### src/rtl/inst_fetch.sv
// Instruction-fetch stage: owns the PC, drives the instruction ROM and registers
// the fetched word with its PC into the IF/ID outputs for decode.
module inst_fetch #(
    parameter int                ADDR_W   = 32,
    parameter int                DATA_W   = 32,
    parameter logic [ADDR_W-1:0] START_PC = '0
) (
    input  logic              clk,
    input  logic              rst,
    input  logic              stall_if,
    input  logic              stall_id,
    input  logic              branch_flag_i,
    input  logic [ADDR_W-1:0] branch_target_i,
    input  logic              flush_i,
    input  logic [ADDR_W-1:0] new_pc_i,
    output logic              rom_ce,
    output logic [ADDR_W-1:0] rom_addr,
    input  logic [DATA_W-1:0] rom_inst,
    output logic [ADDR_W-1:0] id_pc,
    output logic [DATA_W-1:0] id_inst
);

    logic [ADDR_W-1:0] pc;
    logic              ce;
    logic              pend_valid;
    logic [ADDR_W-1:0] pend_target;
    logic [ADDR_W-1:0] branch_target_al;
    logic [ADDR_W-1:0] new_pc_al;

    // Redirect addresses are always forced onto a word boundary.
    assign branch_target_al = {branch_target_i[ADDR_W-1:2], 2'b00};
    assign new_pc_al        = {new_pc_i[ADDR_W-1:2], 2'b00};

    assign rom_addr = pc;
    assign rom_ce   = ce;

    // A branch seen during a stall is parked in pend_target and taken on release.
    always_ff @(posedge clk) begin
        if (rst) begin
            ce          <= 1'b0;
            pc          <= START_PC;
            pend_valid  <= 1'b0;
            pend_target <= '0;
        end else begin
            ce <= 1'b1;
            if (ce) begin
                if (flush_i) begin
                    pc         <= new_pc_al;
                    pend_valid <= 1'b0;
                end else if (stall_if) begin
                    if (branch_flag_i) begin
                        pend_valid  <= 1'b1;
                        pend_target <= branch_target_al;
                    end
                end else if (branch_flag_i) begin
                    pc         <= branch_target_al;
                    pend_valid <= 1'b0;
                end else if (pend_valid) begin
                    pc         <= pend_target;
                    pend_valid <= 1'b0;
                end else begin
                    pc <= pc + ADDR_W'(4);
                end
            end
        end
    end

    // IF/ID register: a stalled IF feeding a running ID injects a NOP bubble.
    always_ff @(posedge clk) begin
        if (rst || flush_i) begin
            id_pc   <= '0;
            id_inst <= '0;
        end else if (stall_if && !stall_id) begin
            id_pc   <= '0;
            id_inst <= '0;
        end else if (!stall_if) begin
            id_pc   <= pc;
            id_inst <= ce ? rom_inst : '0;
        end
    end

endmodule

### config.mk
export PLATFORM = sky130hd
export DESIGN_NAME = inst_fetch
export DESIGN_NICKNAME = d
export VERILOG_FILES = /design/src/rtl/inst_fetch.sv
export SDC_FILE = /design/constraint.sdc
export NUM_CORES = 1
export LEC_CHECK = 0
export CORE_UTILIZATION = 50
export CTS_CLUSTER_DIAMETER = 50
export DETAILED_ROUTE_END_ITERATION = 8
export PLACE_DENSITY = 0.86
export SLEW_MARGIN = 20
export SYNTH_ARGS = -nofsm -noshare
export SYNTH_HDL_FRONTEND = slang
export SYNTH_SLANG_ARGS = --single-unit
### constraint.sdc
create_clock -name clk -period 4 [get_ports clk]
set_input_delay 0.8 -clock clk [delete_from_list [all_inputs] [get_ports clk]]
set_output_delay 0.8 -clock clk [all_outputs]
set_load 0.03 [all_outputs]
==> impl_metrics.json, run 1 <==
{
  "status": "finished with violations",
  "violations": "DRC",
  "worstSetupStartpointType": "primary input",
  "cellLeakagePower_uw": 0.00310,
  "route.vias.total": 6465,
  "hold_path.startpoint": "pend_target[23]",
  "worstPathRequired_ps": 4340,
  "timing.final.setup_violations": 0,
  "drv_cap": 0,
  "worst_path_largest_cell_delay_ps": 800,
  "hold_violations": 0,
  "crit_path_frequent_cell": "sky130_fd_sc_hd__buf_4",
  "yosys_warnings": 0,
  "postCtsResizedCells": 0,
  "tritoncts": "yes",
  "critical_path.reg2reg.startpoint": "rom_addr[2]",
  "std_cell_rows": 39,
  "route.antenna.remaining_nets": 0,
  "cts_inserted_buffers": 17,
  "power_density_mw_per_mm2": 398,
  "synthesis.area_mm2": 0.00599,
  "drt_iter0_markers": 679,
  "min_period_ps": 2830,
  "worst_setup_hold_path_clk_slew_ps": 50,
  "drv_slew": 0,
  "grt_use_total": 0.308,
  "swShare": 0.248,
  "synth-seq-cells": 124,
  "routed_wire_length_per_instance_um": 18.2,
  "synth_sequential_area_ratio": 0.414,
  "finalWeightedCongestion": 0.881,
  "floorplan.die.height_um": 111,
  "irDropWorstVdd_uv": 243,
  "final_critical_path_setup_slack_ps": 1170,
  "finClkSkew_ps": 4.87,
  "pwr-share-comb": 0.141,
  "critical_path.max_fanout": 55,
  "timing.critical_path.slowest_stage_cell": "sky130_fd_sc_hd__and3_1",
  "pwr-share-seq": 0.394,
  "reg2regPathDepth": 6,
  "reg2reg_slack_ps": 1450,
  "finalCritPeriodShare": 0.708,
  "synth_flop_cell": "sky130_fd_sc_hd__dfxtp_1",
  "drt_first_pass_iters": 8,
  "total_power_uw": 3370,
  "preCtsSetupSlack_ps": 762,
  "routed_wirelength_um": 19300,
  "post_synth_inst_count": 744,
  "clock_insertion_delay_worst_skew_ps": 410,
  "synthToLayoutAreaGrowth_pct": 41.2,
  "worstHoldEndpoint": "pend_target[23]",
  "cts-hold-fix-buffers": 0,
  "antenna_cells": 0,
  "timing.fmax_mhz": 353,
  "r2r-end": "rom_addr[30]",
  "tns_ps": 0,
  "dp_hpwl_um": 13200,
  "worstMarginPinSlew_ps": 965,
  "clock_sinks": 124,
  "clk_path_buf_depth": 2,
  "setup.worst_path.start": "stall_if",
  "gr-total-overflow": 0,
  "die_width_um": 111,
  "crit_path_cell_trace": "buf_2, buf_4, and3_1, buf_4, nand2_1, a21oi_1",
  "post-route-util": 0.732,
  "synthDistinctLibCells": 64,
  "root_buffer": "sky130_fd_sc_hd__clkbuf_16",
  "fp.dieArea_mm2": 0.0124,
  "critical_path.endpoint_type": "flop",
  "p_int_uw": 2530,
  "final_net_count": 1007,
  "p_sw_uw": 837,
  "timing.critical_path.arrival_ps": 3170,
  "ios": 199,
  "count_of_buffers_added_by_post_cts_timing_repair_for_setup": 0,
  "commonest_non_fill_non_tap_cells_in_the_layout": "sky130_fd_sc_hd__clkdlybuf4s50_1, sky130_fd_sc_hd__dfxtp_1, sky130_fd_sc_hd__nand2_1",
  "grt_pass1_wl_um": 30400,
  "layout.cells.most_common": "sky130_fd_sc_hd__clkdlybuf4s50_1",
  "detailed_route_vias_per_instance": 6.10,
  "post_route_cells_drive_above_1_share": 0.0643,
  "worstHoldPathType": "flop to flop",
  "rsz0062_at_grt": "false",
  "async_reset_ff_frac": 0,
  "synthesis.area_per_instance_um2": 8.06,
  "p_clk_frac": 0.465,
  "min_path_cells": 2,
  "core_area_mm2": 0.0116,
  "grt_start_max_net_pins": 60,
  "slew_headroom": 0.357,
  "synth_enable_flop_cells": 0,
  "filler_cell_count": 876,
  "number_of_antenna_violations_at_the_first_check_in_global_routing": 0,
  "critPathKind": "primary input to flop",
  "number_of_buffer_cells_added_on_primary_ports": 190,
  "initial_utilization": 0.518,
  "drc": 20,
  "first_global_vias": 6028,
  "ctsHtreeMaxLevel": 4
}
-- final cells by class --
class	instances	area, µm²	area share
Inverter	18	67.6	0.00798
Clock buffer	25	495	0.0586
Multi-Input combinational cell	540	3140	0.371
Timing Repair Buffer	203	1980	0.235
Sequential cell	124	2480	0.293
Clock inverter	7	110	0.0130
Tap cell	143	179	0.0211
-- power groups by stage --
stage               clock network, µW  logic [µW]  registers [µW]
finish                           1570         474            1330
global route                     1640         501            1330
CTS                              1580         467            1320
detailed placement                  0         463            1350
global placement                    0         453            1350
floorplan                           0         210            1390
-- cells in the mapped netlist (12+ instances only) --
library cell	n	area share
sky130_fd_sc_hd__o21ai_0	37	0.031
sky130_fd_sc_hd__nand4_1	13	0.014
sky130_fd_sc_hd__mux2i_1	36	0.060
sky130_fd_sc_hd__nor2_1	85	0.053
sky130_fd_sc_hd__clkbuf_1	48	0.030
sky130_fd_sc_hd__a21oi_1	64	0.053
sky130_fd_sc_hd__nor3_1	12	0.010
sky130_fd_sc_hd__nand3_1	18	0.015
sky130_fd_sc_hd__nand2_1	112	0.070
sky130_fd_sc_hd__dfxtp_1	124	0.41
sky130_fd_sc_hd__a22oi_1	39	0.049
sky130_fd_sc_hd__inv_1	17	0.011
-- worst max-delay path, delay by kind of cell --
kind                   cells  cell delay [ps]
AO/OA/AOI/OAI              1              130
buffers and inverters      3             1360
AND/OR/NAND/NOR            2              870
-- registers in the layout, indices dropped and copies added, names as in the netlist --
name	flops
rom_ce	1
id_pc	30
id_inst	32
rom_addr	30
pend_valid	1
pend_target	30
-- per-layer routing --
| layer | vias to the layer above | global-route usage | part of all wire |
|---|---|---|---|
| met5 | - | 0 | 0 |
| met4 | 0 | 0.166 | 0.034 |
| met3 | 67 | 0.0817 | 0.10 |
| met2 | 418 | 0.488 | 0.46 |
| met1 | 3009 | 0.383 | 0.40 |
| li1 | 2971 | - | - |
-- worst max-delay path by stage --
stage | endpoint | slack [ps] | cells past startpoint
final | pend_target[11] | 1170 | 6
after floorplan | rom_addr[29] | 1700 | 6
after detailed placement | pend_target[11] | 760 | 6
after global placement | pend_target[20] | 840 | 6
after CTS | pend_target[11] | 1200 | 6
after global routing | pend_target[12] | 990 | 6
-- cells by family (layout without fill, tap and decap cells) --
logic type               Yosys count  count (layout)  share of synthesized area
AND/OR/NAND/NOR                  292             292                      0.229
multiplexers                      36              36                     0.0601
other                              1               4                   0.000626
adder cells (fa/ha/maj)            1               1                    0.00209
flip-flops                       124             124                      0.414
AO/OA/AOI/OAI                    201             201                      0.220
XOR/XNOR                           6               6                    0.00877
buffers and inverters             83             253                     0.0653
-- per-stage QoR --
stage               hold slack [ps]  area, µm²  cells
floorplan                       431       6010    747
global route                    467       8460   1060
detailed placement              447       7860   1028
global placement                439       7850   1028
CTS                             454       8460   1060
finish                          456       8460   1060
Note: power is estimated with default switching activity, not from simulation.
==> run 2, diff against run 1 <==
Settings changed: CORE_UTILIZATION 50 to 46, PLACE_DENSITY 0.86 to 0.8.
Clock period 4 ns to 3 ns, I/O delays scaled along.
==> run 2 against run 1 <==
Compared with the run above:
- the run now ends clean
- power increased by 34%
- routed wire length decreased by 3.8%
- die area increased by 8.5%
- sequential share of layout area decreased by 0.59 points
- count of clock-buffer cells in the layout decreased by 1
- combinational power increased by 38%
- first-iteration DRC count decreased by 17%
- via count decreased by 2.9%
- register-to-register slack got worse by 790 ps
==> impl_metrics.json, run 2 (synthesis gave the netlist of run 1 again) <==
{
  "final_net_count": 1025,
  "core_area_mm2": 0.0127,
  "p_clk_frac": 0.467,
  "slew_headroom": 0.492,
  "worstSetupStartpointType": "flop",
  "critical_path.max_fanout": 10,
  "number_of_buffer_cells_added_on_primary_ports": 190,
  "layout.cells.most_common": "sky130_fd_sc_hd__clkdlybuf4s50_1",
  "critical_path.endpoint_type": "flop",
  "route.antenna.remaining_nets": 0,
  "grt_pass1_wl_um": 28300,
  "clk_path_buf_depth": 2,
  "ctsHtreeMaxLevel": 4,
  "route.vias.total": 6279,
  "critPathKind": "flop to flop",
  "tritoncts": "yes",
  "first_global_vias": 5600,
  "routed_wire_length_per_instance_um": 16.8,
  "worst_path_largest_cell_delay_ps": 790,
  "cellLeakagePower_uw": 0.00319,
  "fp.dieArea_mm2": 0.0135,
  "drv_cap": 0,
  "grt_start_max_net_pins": 53,
  "p_sw_uw": 1120,
  "flip_flop_count_of_the_largest_register_all_copies_and_words_added": 32,
  "drv_slew": 0,
  "clock_sinks": 124,
  "cts-hold-fix-buffers": 0,
  "drt_iter0_markers": 564,
  "grt_use_total": 0.273,
  "hold_violations": 0,
  "routed_wirelength_um": 18500,
  "timing.final.setup_violations": 0,
  "post-route-util": 0.681,
  "commonest_non_fill_non_tap_cells_in_the_layout": "sky130_fd_sc_hd__clkdlybuf4s50_1, sky130_fd_sc_hd__dfxtp_1, sky130_fd_sc_hd__nand2_1",
  "timing.critical_path.slowest_stage_cell": "sky130_fd_sc_hd__or4_1",
  "worst_setup_hold_path_clk_slew_ps": 60,
  "status": "completed",
  "min_period_ps": 2340,
  "initial_utilization": 0.473,
  "std_cell_rows": 41,
  "post_route_cells_drive_above_1_share": 0.0835,
  "finalCritPeriodShare": 0.781,
  "postCtsResizedCells": 0,
  "number_of_antenna_violations_at_the_first_check_in_global_routing": 0,
  "swShare": 0.247,
  "worstHoldPathType": "flop to flop",
  "preCtsSetupSlack_ps": 439,
  "die_width_um": 116,
  "pwr-share-seq": 0.389,
  "worstPathRequired_ps": 3300,
  "irDropWorstVdd_uv": 347,
  "timing.fmax_mhz": 427,
  "synthToLayoutAreaGrowth_pct": 44.0,
  "dp_hpwl_um": 13200,
  "p_int_uw": 3410,
  "floorplan.die.height_um": 116,
  "cts_inserted_buffers": 17,
  "worstMarginPinSlew_ps": 755,
  "gr-total-overflow": 0,
  "timing.critical_path.arrival_ps": 2640,
  "cpLargestDelayFamily": "simple AND/OR/NAND/NOR gates",
  "root_buffer": "sky130_fd_sc_hd__clkbuf_16",
  "filler_cell_count": 1056,
  "tns_ps": 0,
  "count_of_buffers_added_by_post_cts_timing_repair_for_setup": 0,
  "ios": 199,
  "clock_insertion_delay_worst_skew_ps": 410,
  "drc": 0,
  "drt_first_pass_iters": 5,
  "power_density_mw_per_mm2": 524,
  "pwr-share-comb": 0.144,
  "finalWeightedCongestion": 0.890,
  "detailed_route_vias_per_instance": 5.68,
  "critPathBufInv": 0,
  "finClkSkew_ps": 6.81,
  "rsz0062_at_grt": "false",
  "top_register": "id_inst",
  "crit_path_cell_trace": "nand4_2, or4_1, nor4b_4, o31ai_1, a22o_1",
  "final_critical_path_setup_slack_ps": 657,
  "antenna_cells": 0
}
[run 2: changes by cell type in the layout (fill, tap and decap cells not counted), sizes merged]
| cell | before | now |
|---|---|---|
| buf | 16 | 34 |
| clkbuf | 25 | 24 |
[run 2: through the flow]
step / total power, µW / instance area, µm² / hold slack, ps / std cells
6_report: 4520 / 8630 / 451 / 1106
5_1_grt: 4690 / 8630 / 466 / 1106
4_1_cts: 4550 / 8630 / 451 / 1106
3_5_place_dp: 2440 / 8020 / 444 / 1075
3_3_place_gp: 2430 / 8020 / 440 / 1075
2_1_floorplan: 2130 / 6010 / 431 / 747
[run 2: area by class of cell]
cell class	count	area (µm²)	share of cell area
Multi-Input combinational cell	540	3140	0.363
Sequential cell	124	2480	0.287
Timing Repair Buffer	221	2120	0.245
Inverter	18	67.6	0.00782
Clock inverter	7	110	0.0128
Tap cell	172	215	0.0249
Clock buffer	24	502	0.0581
[run 2: worst paths after layout]
path                          end  cells past startpoint             from  slack, ps
setup / recovery     rom_addr[30]                      5     rom_addr[11]        660
hold / removal    pend_target[10]                      2  pend_target[10]        450
hold reg to reg   pend_target[10]                      2  pend_target[10]        450
setup reg to reg     rom_addr[30]                      5     rom_addr[11]        660
[run 2: worst reg2reg max path: stages, from the launching register on]
cell and delay [ps]:
sky130_fd_sc_hd__dfxtp_1 480, sky130_fd_sc_hd__nand4_2 210, sky130_fd_sc_hd__or4_1 790, sky130_fd_sc_hd__nor4b_4 390, sky130_fd_sc_hd__o31ai_1 100, sky130_fd_sc_hd__a22o_1 260
[run 2: power groups by stage]
stage          combinational [µW]  sequential (µW)  clock, µW
2_1_floorplan                 280             1850          0
3_3_place_gp                  640             1790          0
3_5_place_dp                  644             1790          0
4_1_cts                       648             1760       2140
5_1_grt                       696             1760       2230
6_report                      652             1760       2110
[run 2: routing by layer]
metal  global-route usage  share of wire  vias to the layer above  routed length [µm]
met4                0.122          0.019                        0                 361
met1                0.335           0.42                     2938                7730
met5                    0              0                        -                   0
li1                     -              -                     3014                   -
met2                0.455           0.47                      297                8690
met3               0.0680          0.095                       30                1750
